## src/rtl/div_seq_pkg.sv

```systemverilog
// Shared definitions for the divider sequencer.
//   state_e    : controller states
//   OP_*       : datapath command encodings driven on dp_op
//   DEFAULT_W  : default operand width
package div_seq_pkg;

  localparam int DEFAULT_W = 16;

  typedef enum logic [2:0] {
    S_IDLE,
    S_LOAD,
    S_ITER,
    S_FIX,
    S_DONE
  } state_e;

  localparam logic [1:0] OP_HOLD  = 2'b00;
  localparam logic [1:0] OP_SUB   = 2'b01;
  localparam logic [1:0] OP_SHIFT = 2'b10;
  localparam logic [1:0] OP_LOAD  = 2'b11;

endpackage

```

## src/rtl/div_sequencer_if.sv

```systemverilog
// Request bus shared by the two divide requesters.
//   req_valid[i]   : port i presents a request
//   req_signed[i]  : 1 = div, 0 = divu
//   req_dividend   : packed operands, port i at [i*W +: W]
//   req_divisor    : packed operands, port i at [i*W +: W]
//   req_ready[i]   : grant; accept when valid and ready are both high
// master = requester side, slave = sequencer side.
interface div_seq_if
  import div_seq_pkg::*;
#(
  parameter int W = DEFAULT_W
) ();

  logic [1:0]     req_valid;
  logic [1:0]     req_signed;
  logic [2*W-1:0] req_dividend;
  logic [2*W-1:0] req_divisor;
  logic [1:0]     req_ready;

  modport master (
    output req_valid, req_signed, req_dividend, req_divisor,
    input  req_ready
  );

  modport slave (
    input  req_valid, req_signed, req_dividend, req_divisor,
    output req_ready
  );

endinterface

```

## src/rtl/div_sequencer_arb.sv

```systemverilog
// Two-port round-robin arbiter.
//   clk, rst_n : clock, asynchronous active-low reset
//   req[1:0]   : requesting ports
//   enable     : grants are only issued while high
//   advance    : a grant was taken this cycle; move the pointer
//   grant[1:0] : one-hot (or zero) grant, combinational
// The last-grant pointer resets to 1 so port 0 wins the first tie.
module rr_arbiter2 (
  input  logic       clk,
  input  logic       rst_n,
  input  logic [1:0] req,
  input  logic       enable,
  input  logic       advance,
  output logic [1:0] grant
);

  logic r_last;

  // NOTE: every output of a combinational block gets a default first so no
  // path through the block leaves it unassigned (which would infer a latch).
  always_comb begin
    grant = 2'b00;
    if (enable) begin
      if (req == 2'b11) grant = r_last ? 2'b01 : 2'b10;
      else              grant = req;
    end
  end

  // NOTE: sequential state uses non-blocking assignments so every flop
  // samples the pre-edge values regardless of statement order.
  always_ff @(posedge clk or negedge rst_n) begin
    if (!rst_n)       r_last <= 1'b1;
    else if (advance) r_last <= grant[1];
  end

endmodule

```

## src/rtl/div_sequencer.sv

```systemverilog
// Sequencer sharing an iterative restoring-divider datapath between two
// requesters, applying MIPS div/divu sign rules and writing HI/LO.
//   clk, rst_n          : clock, asynchronous active-low reset
//   req                 : request bus (slave side), two ports
//   flush               : aborts the operation in flight (not in DONE)
//   dp_op               : datapath command (HOLD/LOAD/SUB/SHIFT), combinational
//   dp_dividend/divisor : operand magnitudes, used while dp_op = LOAD
//   dp_rsubd            : datapath R - D (sign bit chooses SUB vs SHIFT)
//   dp_quo, dp_rem      : datapath quotient / remainder magnitudes
//   done, done_id       : one-cycle completion pulse and owning port
//   div_by_zero         : qualifies done
//   hi, lo              : remainder / quotient registers
//   busy                : sequencer not idle
module div_sequencer
  import div_seq_pkg::*;
#(
  parameter int W = DEFAULT_W
) (
  input  logic           clk,
  input  logic           rst_n,
  div_seq_if.slave       req,
  input  logic           flush,
  output logic [1:0]     dp_op,
  output logic [W-1:0]   dp_dividend,
  output logic [W-1:0]   dp_divisor,
  input  logic [2*W-1:0] dp_rsubd,
  input  logic [W-1:0]   dp_quo,
  input  logic [W-1:0]   dp_rem,
  output logic           done,
  output logic           done_id,
  output logic           div_by_zero,
  output logic [W-1:0]   hi,
  output logic [W-1:0]   lo,
  output logic           busy
);

  localparam int CW = $clog2(W + 1);

  state_e          r_state, w_next;
  logic [CW-1:0]   r_cnt;
  logic            r_id, r_sign_q, r_sign_r;
  logic [W-1:0]    r_dvd_mag, r_dvs_mag, r_hi, r_lo;
  logic            r_done, r_dbz, r_busy;

  logic [1:0]      w_grant;
  logic            w_enable, w_accept, w_sel, w_sgn;
  logic [W-1:0]    w_a, w_b, w_a_mag, w_b_mag;
  logic            w_a_neg, w_b_neg, w_b_zero;
  logic            w_unused;

  // Only the sign of R - D matters to the sequencer.
  assign w_unused = ^dp_rsubd[2*W-2:0];

  // Arbitration happens only in IDLE and never while flushing.
  assign w_enable      = (r_state == S_IDLE) && !flush;
  assign req.req_ready = w_grant;
  assign w_accept      = |w_grant;

  rr_arbiter2 u_arb (
    .clk    (clk),
    .rst_n  (rst_n),
    .req    (req.req_valid),
    .enable (w_enable),
    .advance(w_accept),
    .grant  (w_grant)
  );

  // Operands of the granted port.
  assign w_sel    = w_grant[1];
  assign w_a      = w_sel ? req.req_dividend[2*W-1:W] : req.req_dividend[W-1:0];
  assign w_b      = w_sel ? req.req_divisor[2*W-1:W]  : req.req_divisor[W-1:0];
  assign w_sgn    = w_sel ? req.req_signed[1] : req.req_signed[0];
  assign w_a_neg  = w_sgn && w_a[W-1];
  assign w_b_neg  = w_sgn && w_b[W-1];
  assign w_a_mag  = w_a_neg ? -w_a : w_a;
  assign w_b_mag  = w_b_neg ? -w_b : w_b;
  assign w_b_zero = (w_b == '0);

  // Next state and datapath command. flush wins over every transition except
  // DONE, whose HI/LO write has already happened.
  always_comb begin
    w_next = r_state;
    dp_op  = OP_HOLD;
    case (r_state)
      S_IDLE: begin
        if (w_accept) w_next = w_b_zero ? S_DONE : S_LOAD;
      end
      S_LOAD: begin
        if (flush) w_next = S_IDLE;
        else begin
          dp_op  = OP_LOAD;
          w_next = S_ITER;
        end
      end
      S_ITER: begin
        if (flush) w_next = S_IDLE;
        else begin
          // Negative trial remainder: restore (just shift, q bit 0).
          dp_op = dp_rsubd[2*W-1] ? OP_SHIFT : OP_SUB;
          if (r_cnt == CW'(W - 1)) w_next = S_FIX;
        end
      end
      S_FIX: begin
        w_next = flush ? S_IDLE : S_DONE;
      end
      S_DONE: begin
        w_next = S_IDLE;
      end
      default: w_next = S_IDLE;
    endcase
  end

  always_ff @(posedge clk or negedge rst_n) begin
    if (!rst_n) r_state <= S_IDLE;
    else        r_state <= w_next;
  end

  // Iteration counter: cleared outside ITER, so it counts 0..W and never wraps.
  always_ff @(posedge clk or negedge rst_n) begin
    if (!rst_n)                  r_cnt <= '0;
    else if (r_state == S_ITER)  r_cnt <= r_cnt + CW'(1);
    else                         r_cnt <= '0;
  end

  // Operation context captured on accept.
  always_ff @(posedge clk or negedge rst_n) begin
    if (!rst_n) begin
      r_id      <= 1'b0;
      r_sign_q  <= 1'b0;
      r_sign_r  <= 1'b0;
      r_dvd_mag <= '0;
      r_dvs_mag <= '0;
    end else if (w_accept) begin
      r_id      <= w_sel;
      r_sign_q  <= w_a_neg ^ w_b_neg;
      r_sign_r  <= w_a_neg;
      r_dvd_mag <= w_a_mag;
      r_dvs_mag <= w_b_mag;
    end
  end

  // HI/LO: written directly on a divide-by-zero accept, otherwise at the end
  // of an unflushed FIX cycle with the sign rules applied.
  always_ff @(posedge clk or negedge rst_n) begin
    if (!rst_n) begin
      r_hi <= '0;
      r_lo <= '0;
    end else if (w_accept && w_b_zero) begin
      r_hi <= w_a;
      r_lo <= '1;
    end else if (r_state == S_FIX && !flush) begin
      r_hi <= r_sign_r ? -dp_rem : dp_rem;
      r_lo <= r_sign_q ? -dp_quo : dp_quo;
    end
  end

  // Registered status outputs, derived from the upcoming state.
  always_ff @(posedge clk or negedge rst_n) begin
    if (!rst_n) begin
      r_done <= 1'b0;
      r_dbz  <= 1'b0;
      r_busy <= 1'b0;
    end else begin
      r_done <= (w_next == S_DONE);
      r_dbz  <= (w_next == S_DONE) && (r_state == S_IDLE);
      r_busy <= (w_next != S_IDLE);
    end
  end

  assign dp_dividend = r_dvd_mag;
  assign dp_divisor  = r_dvs_mag;
  assign done        = r_done;
  assign done_id     = r_id;
  assign div_by_zero = r_dbz;
  assign hi          = r_hi;
  assign lo          = r_lo;
  assign busy        = r_busy;

endmodule
```

## src/flat_wrapper.sv

```systemverilog
// flat-port wrapper written by rule: the top's interface ports become plain ports
module div_sequencer_flat import div_seq_pkg::*;
#(
  parameter int W = DEFAULT_W
)
  (clk, rst_n, flush, dp_op, dp_dividend, dp_divisor, dp_rsubd, dp_quo, dp_rem, done, done_id, div_by_zero, hi, lo, busy, req_req_valid, req_req_signed, req_req_dividend, req_req_divisor, req_req_ready);
  div_seq_if #(.W(W)) req_i ();
  input  logic clk;
  input  logic rst_n;
  input  logic flush;
  output logic [1:0] dp_op;
  output logic [W-1:0] dp_dividend;
  output logic [W-1:0] dp_divisor;
  input  logic [2*W-1:0] dp_rsubd;
  input  logic [W-1:0] dp_quo;
  input  logic [W-1:0] dp_rem;
  output logic done;
  output logic done_id;
  output logic div_by_zero;
  output logic [W-1:0] hi;
  output logic [W-1:0] lo;
  output logic busy;
  input wire logic [$bits(req_i.req_valid)-1:0] req_req_valid;
  input wire logic [$bits(req_i.req_signed)-1:0] req_req_signed;
  input wire logic [$bits(req_i.req_dividend)-1:0] req_req_dividend;
  input wire logic [$bits(req_i.req_divisor)-1:0] req_req_divisor;
  output wire logic [$bits(req_i.req_ready)-1:0] req_req_ready;
  assign req_i.req_valid = req_req_valid;
  assign req_i.req_signed = req_req_signed;
  assign req_i.req_dividend = req_req_dividend;
  assign req_i.req_divisor = req_req_divisor;
  assign req_req_ready = req_i.req_ready;
  div_sequencer #(.W(W)) u_core (.clk(clk), .rst_n(rst_n), .req(req_i), .flush(flush), .dp_op(dp_op), .dp_dividend(dp_dividend), .dp_divisor(dp_divisor), .dp_rsubd(dp_rsubd), .dp_quo(dp_quo), .dp_rem(dp_rem), .done(done), .done_id(done_id), .div_by_zero(div_by_zero), .hi(hi), .lo(lo), .busy(busy));
endmodule
```

## config.mk

```make
export PLATFORM = sky130hd
export DESIGN_NAME = div_sequencer_flat
export DESIGN_NICKNAME = d
export VERILOG_FILES = /design/src/rtl/div_seq_pkg.sv /design/src/rtl/div_sequencer_if.sv /design/src/rtl/div_sequencer_arb.sv /design/src/rtl/div_sequencer.sv /design/src/flat_wrapper.sv
export SDC_FILE = /design/constraint.sdc
export NUM_CORES = 1
export LEC_CHECK = 0
export CORE_MARGIN = 2
export CORE_UTILIZATION = 41
export CTS_BUF_LIST = sky130_fd_sc_hd__clkbuf_4 sky130_fd_sc_hd__clkbuf_8
export CTS_CLUSTER_DIAMETER = 120
export DETAILED_ROUTE_END_ITERATION = 7
export PLACE_DENSITY = 0.79
export SLEW_MARGIN = 10
export SYNTH_ARGS = -nofsm -noshare
export SYNTH_HDL_FRONTEND = slang
export SYNTH_SLANG_ARGS = --single-unit
export TNS_END_PERCENT = 20
```

## constraint.sdc

```tcl
create_clock -name clk -period 3.4 [get_ports clk]
set_clock_uncertainty 0.15 [all_clocks]
set_input_delay 0.68 -clock clk [delete_from_list [all_inputs] [get_ports clk]]
set_output_delay 0.68 -clock clk [all_outputs]
set_load 0.1 [all_outputs]
```

==> qor.txt, run 1 <==
Power per Cell Area = 834.7 mW/mm^2
Kind of critical path = in2reg
Most frequent cells in the layout = 103 x buf_4, 101 x clkdlybuf4s50_1, 78 x dfrtp_1
Status = complete, no violations
Maxcap violations = 0
RePlAce Congestion = 0.9134
Initial Util = 41.81%
Largest family of logic cells by synthesized area = compound AO/OA/AOI/OAI gates
Post-DRT Antenna Nets = 0
#FFs+latches synth = 79
Ys Warns = 0
Mapped Cells = 586
Final Critical Period = 3.296 ns
Clk slew on worst S/H paths = 0.09 ns
Clock latency on the worst-skew pair = 0.35 ns
Post-synthesis xor/xnor area fraction = 10.88%
Ant diodes = 0
CTS tree = built
Fmax = 0.3034 GHz
Syn Area/Cell = 8.931 sq um
Area leader, netlist = dfrtp_1
Async set or reset register ratio after synthesis = 100.0%
CP Data Arrival Time = 3.43 ns
Final Hold Vio Count = 0
H-tree Lvls = 3
Overflow after GRT = 0
Via count = 5354
Simple-gate area share of the yosys netlist = 19.60%
Drc violations = 0
Die X = 117.0 um
CTS Root Cell = clkbuf_8
# port buffers = 175
Chip height = 117.0 um
Num rows = 41
Post-synthesis compound-gate area fraction = 20.99%
Sequential share of the synthesized area = 37.80%
Share of layout cells above drive strength 1 = 20.03%
Hold Worst Slack = 0.3256 ns
Die area = 0.01369 sq mm
Worst-Margin Slew = 1.021 ns
Maximum VDD drop = 0.5171 mV
Final net count = 920
Fillcell total = 1107
Global-route wire length before repair = 26.36 mm
Final wirelength = 16.94 mm
Pin count of the biggest net entering global routing = 80
Top cells by area, synth = dfrtp_1 37%, xor2_1 7.2%, nand2_1 5.2%
Tcrit/Tclk final = 96.94%
Layout area overhead = 43.77%
Reg2reg path depth = 12
DP HPWL = 12.70 mm
Commonest non-fill, non-tap cell in the layout = buf_4
Placeable Area = 0.01252 sq mm
Post-synth top flop = dfrtp_1
Worst path required time = 3.53 ns
EDFF count, synth = 0
GRT Resource Usage Total = 24.60%
Hold WC Path Type = reg2reg
Post-synthesis adder-cell area fraction = 1.434%
Wire length per cell = 17.72 um
Sink Count = 79
Lkg Pwr = 3.396 nW
IO Pins = 207
Slew HR = 31.70%
WHS Path Cells = 1
1st-iter DRT viols = 350
Clock Path Buffers = 2
Post-CTS Hold Buffers = 0
Final setup fails = 0
CP Max Fanout = 5
DR pass1 iterations = 5
Worst Setup End Kind = flip-flop
Mux contribution to synthesized area = 5.594%
Synth cell types = 60
Initial antenna violation count = 0
Slew Limit Fails = 0
Syn Nets = 727
Vias in the first global route = 5217
Crit path launch type = primary input
Post-Syn Area = 0.005234 sq mm
Setup_tns = 0 ns
Synth top area share = 37.29%
RSZ-0062 raised after global routing = no
TritonCTS Buffers = 9
Vias per cell = 5.600
-- synthesized netlist by cell type (15+ instances only) --
master,n
a21oi_1,16
clkbuf_1,20
dfrtp_1,78
mux2i_1,27
nand2_1,73
nor2_1,43
nor3_1,16
nor4_1,15
o21ai_0,46
o31ai_1,16
xnor2_1,22
xor2_1,43
-- critical path, cell delays in order --
cell	delay, ns
clkdlybuf4s50_1	0.48
a21boi_4	0.19
nand2_2	0.11
inv_2	0.08
mux2i_2	0.24
ha_2	0.24
nor2b_2	0.16
nand3_1	0.12
mux2_4	0.36
or3_4	0.45
o22ai_1	0.19
a21o_1	0.11
-- routing by layer --
layer	routed length, um	track usage, %
met5	0	0
met4	184	5.961
met3	1327	5.252
met2	7888	39.69
met1	7539	34.02
-- final cells by class --
type	instances	area, sq um	share of cell area (%)
repair buffers	212	1911	25.39
well taps	172	215.2	2.860
flip-flops and latches	79	1978	26.29
inverters	10	37.54	0.4988
clock inverters	3	90.09	1.197
clock buffers	13	160.2	2.128
multi-input cells	467	3133	41.64
-- sequential cells by signal, indices dropped and copies added, names as in the netlist --
| name | cells |
|---|---|
| u_core.done | 1 |
| u_core.u_arb.r_last | 1 |
| u_core.dp_divisor | 16 |
| u_core.div_by_zero | 1 |
| u_core.hi | 16 |
| u_core.lo | 16 |
| u_core.r_state | 3 |
| u_core.dp_dividend | 16 |
| u_core.r_cnt | 5 |
| u_core.r_sign_q | 1 |
| u_core.r_sign_r | 1 |
| u_core.busy | 1 |
| u_core.done_id | 1 |
-- stage by stage --
stage | instances | utilization, % | worst slack, ns | cell area (sq um) | power (W)
6_report | 956 | 60.12 | 0.1041 | 7525 | 0.006281
5_1_grt | 956 | 60.12 | 0.01574 | 7525 | 0.006542
4_1_cts | 953 | 59.69 | -0.004784 | 7471 | 0.006309
3_5_place_dp | 937 | 57.69 | -0.3626 | 7221 | 0.005415
3_3_place_gp | 937 | 57.69 | -0.2848 | 7221 | 0.005361
2_1_floorplan | 586 | - | 0.001172 | 5291 | 0.004434
-- what timing repair did --
action | CTS | global route
pin swaps | 0 | 3
setup buffers | 0 | 1
gates resized for setup | 0 | 8
cloned | 0 | 2
endpoints found under the setup margin | 1 | 32
-- path summary, 6_finish.rpt --
check                             startpoint                end  slack [ns]
max in group asynchronous              rst_n  u_core.r_state[1]        2.10
max reg2reg                u_core.r_state[0]       u_core.hi[0]        0.21
min                          u_core.r_cnt[0]    u_core.r_cnt[0]        0.33
max                         req_req_valid[1]       u_core.hi[0]        0.10
min in group asynchronous              rst_n      u_core.lo[14]        0.36
min reg2reg                  u_core.r_cnt[0]    u_core.r_cnt[0]        0.33
-- power breakdown --
group	internal (W)	switching (W)
clock	0.000534	0.000350
combinational	0.000902	0.00300
sequential	0.00127	0.000233
-- kinds of logic (layout without fill, tap and decap cells) --
logic type               count (synthesis)  count (layout)
multiplexers                            29              29
XOR/XNOR                                65              65
adder cells (fa/ha/maj)                  6               6
flip-flops                              79              79
AO/OA/AOI/OAI                          160             160
AND/OR/NAND/NOR                        205             207
buffers and inverters                   42             238
(Power assumes the default switching activity.)
==> run 2, diff against run 1 <==
--- a/config.mk
+++ b/config.mk
@@ -5,12 +5,13 @@
 export SDC_FILE = /design/constraint.sdc
 export NUM_CORES = 1
 export LEC_CHECK = 0
+export CORE_ASPECT_RATIO = 0.5
 export CORE_MARGIN = 2
 export CORE_UTILIZATION = 41
 export CTS_BUF_LIST = sky130_fd_sc_hd__clkbuf_4 sky130_fd_sc_hd__clkbuf_8
 export CTS_CLUSTER_DIAMETER = 120
 export DETAILED_ROUTE_END_ITERATION = 7
-export PLACE_DENSITY = 0.79
+export PLACE_DENSITY = 0.84
 export SLEW_MARGIN = 10
 export SYNTH_ARGS = -nofsm -noshare
 export SYNTH_HDL_FRONTEND = slang
==> qor.txt, run 2 (synthesis results as in run 1) <==
Status = complete, no violations
Slew Limit Fails = 0
Commonest non-fill, non-tap cell in the layout = buf_4
Via count = 5444
Reg2reg start = u_core.r_state[0]
Hold Worst Slack = 0.3218 ns
Metal3 WL = 1.211 mm
Most frequent cells in the layout = 105 x buf_4, 101 x clkdlybuf4s50_1, 78 x dfrtp_1
Clock Path Buffers = 2
Kind of critical path = in2reg
Placeable Area = 0.01255 sq mm
CP Data Arrival Time = 3.44 ns
Place WS = -0.3532 ns
Chip height = 83.89 um
Initial antenna violation count = 0
DR pass1 iterations = 5
IO Pins = 207
Initial Util = 41.69%
Clock latency on the worst-skew pair = 0.36 ns
Maxcap violations = 0
Pin count of the biggest net entering global routing = 80
CTS tree = built
CTS Root Cell = clkbuf_8
Worst-Margin Slew = 1.036 ns
Vias in the first global route = 5222
Final instance area = 0.007470 sq mm
DR WL met2 = 8.108 mm
Maximum VDD drop = 0.7379 mV
Tcrit/Tclk final = 96.46%
Final Critical Period = 3.280 ns
Min-delay src = u_core.r_cnt[0]
1st-iter DRT viols = 570
CP Max Fanout = 5
TritonCTS Buffers = 9
Worst path required time = 3.56 ns
Layout area overhead = 42.72%
Hold WC Path Type = reg2reg
GRT Resource Usage Total = 23.66%
Max layer used = met4
Final net count = 922
Die X = 163.8 um
Global-route wire length before repair = 26.03 mm
Fmax = 0.3049 GHz
DRT met1 WL = 6.990 mm
DP Cell Count = 936
Post-DRT Antenna Nets = 0
Die area = 0.01374 sq mm
Share of layout cells above drive strength 1 = 20.36%
Lkg Pwr = 3.364 nW
RePlAce Congestion = 0.9148
Wire length per cell = 17.43 um
Sink Count = 79
Layout Cells excl Fill = 956
Final wirelength = 16.67 mm
Placed instance area = 0.007226 sq mm
Num rows = 29
Overflow after GRT = 0
Crit path launch type = primary input
Slew HR = 30.67%
H-tree Lvls = 3
Vias per cell = 5.695
Final Hold Vio Count = 0
Setup WS post-layout = 0.1203 ns
Worst setup path startpoint = req_req_valid[1]
Worst Setup End Kind = flip-flop
DP HPWL = 12.22 mm
Drc violations = 0
Clk slew on worst S/H paths = 0.09 ns
Final setup fails = 0
Ant diodes = 0
# port buffers = 175
Fin util = 59.50%
Power per Cell Area = 812.0 mW/mm^2
[run 2: changes by cell type in the layout (fill, tap and decap cells not counted), sizes merged]
| cell | delta |
|---|---|
| buf | +2 |
| bufinv | -3 |
| clkbuf | -4 |
| clkinv | +3 |
| clkinvlp | +2 |
| inv | +2 |
[run 2: worst max-delay path: stages]
cell and delay, ns:
clkdlybuf4s50_1 0.49, a21boi_4 0.20, nand2_2 0.12, inv_2 0.09, mux2i_2 0.23, ha_2 0.23
nor2b_4 0.15, nand3_1 0.11, mux2_4 0.37, or3_4 0.47, o22ai_1 0.18, a21o_1 0.10
[run 2: worst paths after layout]
check / cells after the start / end / slack, ns
worst max-delay path: 12 / u_core.hi[1] / 0.12
worst min-delay path: 1 / u_core.r_cnt[0] / 0.32
worst max register to register: 12 / u_core.hi[1] / 0.23
worst min register to register: 1 / u_core.r_cnt[0] / 0.32
max in group asynchronous: 1 / u_core.lo[12] / 2.09
min in group asynchronous: 1 / u_core.dp_divisor[7] / 0.33
[run 2: per-layer routing]
layer / vias to the layer above / GRT usage, %
met5: - / 0
met4: 0 / 7.018
met3: 33 / 5.464
met2: 247 / 39.99
met1: 2621 / 30.20
li1: 2543 / -
[run 2: report_power, final]
group	internal [W]	switching [W]	leakage, nW	total (W)
combinational	0.000903	0.00300	2.28	0.00390
sequential	0.00127	0.000231	0.996	0.00150
clock	0.000274	0.000396	0.0877	0.000670
total	0.00244	0.00362	3.36	0.00607
[run 2: area by class of cell]
type | instances | area, sq um
Fill cell | 1094 | 5085
Multi-Input combinational cell | 467 | 3141
Sequential cell | 79 | 1978
Timing Repair Buffer | 214 | 1919
Tap cell | 170 | 212.7
Clock buffer | 9 | 123.9
Clock inverter | 7 | 57.56
Inverter | 10 | 37.54
[run 2: stage by stage]
| stage | total power, W | setup TNS, ns |
|---|---|---|
| 6_report | 0.006065 | 0 |
| 5_1_grt | 0.006299 | -0.01817 |
| 4_1_cts | 0.006072 | 0 |
| 3_5_place_dp | 0.005406 | -9.720 |
| 3_3_place_gp | 0.005358 | -7.402 |
| 2_1_floorplan | 0.004434 | 0 |
[run 2: repair_timing]
action / 4_1_cts / 5_1_grt
hold endpoints to repair: 0 / 0
setup buffers: 0 / 1
gates resized for setup: 0 / 10
hold buffers: 0 / 0
setup endpoints to repair: 0 / 35
==> run 3, diff against run 2 <==
--- a/config.mk
+++ b/config.mk
@@ -7,11 +7,10 @@
 export LEC_CHECK = 0
 export CORE_ASPECT_RATIO = 0.5
 export CORE_MARGIN = 2
-export CORE_UTILIZATION = 41
-export CTS_BUF_LIST = sky130_fd_sc_hd__clkbuf_4 sky130_fd_sc_hd__clkbuf_8
+export CORE_UTILIZATION = 40
 export CTS_CLUSTER_DIAMETER = 120
 export DETAILED_ROUTE_END_ITERATION = 7
-export PLACE_DENSITY = 0.84
+export PLACE_DENSITY = 0.83
 export SLEW_MARGIN = 10
 export SYNTH_ARGS = -nofsm -noshare
 export SYNTH_HDL_FRONTEND = slang
==> qor.txt, run 3 (synthesis results as in run 1) <==
Status = complete, no violations
Reg2reg start = u_core.r_state[0]
Ant diodes = 0
RR Endpoint = u_core.hi[7]
Sink Count = 79
Global-route wire length before repair = 27.18 mm
Commonest non-fill, non-tap cell in the layout = buf_4
CTS tree = built
Num rows = 29
CP peak stage delay = 0.48 ns
Final setup fails = 0
Kind of critical path = in2reg
Die area = 0.01407 sq mm
Fmax = 0.3013 GHz
Initial antenna violation count = 0
Fillcell total = 1098
CP Data Arrival Time = 3.45 ns
Slew HR = 31.98%
CTS Root Cell = clkbuf_16
Worst-Margin Slew = 1.020 ns
Setup WS post-layout = 0.08155 ns
Worst path required time = 3.54 ns
Worst Setup End Kind = flip-flop
Via count = 5424
Die X = 165.8 um
Slowest stage cell, crit path = clkdlybuf4s50_1
Vias per cell = 5.680
Wire length per cell = 18.10 um
GRT Resource Usage Total = 23.93%
Fin util = 60.01%
Place WS = -0.3701 ns
Reg2reg path depth = 13
CP Max Fanout = 8
Crit path buf inv count = 3
Tcrit/Tclk final = 97.60%
Layout area overhead = 46.02%
CP Depth = 13
TritonCTS Buffers = 9
Post-DRT Antenna Nets = 0
Maximum VDD drop = 0.7603 mV
DP HPWL = 12.56 mm
Pin count of the biggest net entering global routing = 80
Crit-path cells = clkdlybuf4s50_1, a21boi_4, nand2_4, inv_4, mux2i_4, ha_2, nor2b_4, nand3_2, mux2_4, or3_4, buf_6, o22ai_1, a21o_1
DR pass1 iterations = 6
Chip height = 84.89 um
Cell family with most CP delay = simple AND/OR/NAND/NOR gates
Initial Util = 41.09%
Drc violations = 0
IO Pins = 207
Setup crit end = u_core.hi[7]
Power per Cell Area = 840.8 mW/mm^2
Final wirelength = 17.29 mm
1st-iter DRT viols = 456
Overflow after GRT = 0
Lkg Pwr = 3.436 nW
Clock Path Buffers = 2
Final net count = 921
Crit path launch type = primary input
Vias in the first global route = 5300
Worst setup path startpoint = req_req_valid[1]
H-tree Lvls = 3
Final Hold Vio Count = 0
Area of the multi-input gates = 0.003166 sq mm
Clk slew on worst S/H paths = 0.06 ns
Placeable Area = 0.01274 sq mm
Final Critical Period = 3.318 ns
Post-CTS Hold Buffers = 0
Clock latency on the worst-skew pair = 0.34 ns
Maxcap violations = 0
Flip-flop and latch area = 0.001978 sq mm
Slew Limit Fails = 0
Hold WC Path Type = reg2reg
RePlAce Congestion = 0.9182
Flop2flop setup slack = 0.23 ns
Most frequent cells in the layout = 106 x buf_4, 101 x clkdlybuf4s50_1, 78 x dfrtp_1
WHS Path Cells = 1
Share of layout cells above drive strength 1 = 21.02%
# port buffers = 175
==> run 3: metal layers <==
metal  part of all wire, %  up-vias  global-route usage [%]
met3                   6.5       42                   4.804
met4                   2.4        0                   8.458
met5                     0        -                       0
met1                    42     2629                   31.13
li1                      -     2530                       -
met2                    49      223                   40.32
==> run 3: how the worst min path moves through the flow <==
stage,from,to,slack (ns)
floorplan,rst_n,u_core.busy,0.23
global placement,u_core.r_cnt[0],u_core.r_cnt[0],0.30
detailed placement,u_core.r_cnt[0],u_core.r_cnt[0],0.30
CTS,u_core.r_cnt[0],u_core.r_cnt[0],0.31
global route,u_core.r_cnt[0],u_core.r_cnt[0],0.32
finish,u_core.r_cnt[0],u_core.r_cnt[0],0.31
==> run 3: through the flow <==
stage	hold slack, ns	total power [W]	instance area (sq um)	TNS, ns	cells
after floorplan	0.2344	0.004434	5291	0	586
after global placement	0.2957	0.005360	7216	-7.869	933
after detailed placement	0.3012	0.005410	7216	-10.80	933
after CTS	0.3105	0.006423	7530	0	949
after global routing	0.3203	0.006645	7642	-0.1259	955
final	0.3060	0.006426	7642	0	955
==> run 3: final cells by class <==
class,instances,area share [%]
inverter,10,0.5239
tap,170,2.783
timing repair buffer,215,25.41
clock buffer,10,3.127
sequential,79,25.88
multi-input combinational,465,41.42
clock inverter,6,0.8513
==> run 3: what timing repair did <==
action	CTS	global route
pin swaps	0	4
setup endpoints to repair	3	33
cloned	0	0
setup buffers	0	6
gates resized for setup	2	14
==> run 3: power breakdown <==
| group | switching [W] | internal, W | leakage (nW) | total [W] |
|---|---|---|---|---|
| Clock | 0.000412 | 0.000592 | 0.149 | 0.00100 |
| Sequential | 0.000233 | 0.00127 | 0.996 | 0.00150 |
| Combinational | 0.00302 | 0.000901 | 2.29 | 0.00392 |
| Total | 0.00366 | 0.00276 | 3.44 | 0.00643 |
==> run 3: worst reg2reg max path, delay by kind of cell (launching register included) <==
family / cells / cell delay (ns)
mux: 2 / 0.56
simple gates: 5 / 1.04
compound gates: 2 / 0.26
flops: 1 / 0.46
buf+inv: 3 / 0.42
fa+ha+maj: 1 / 0.23
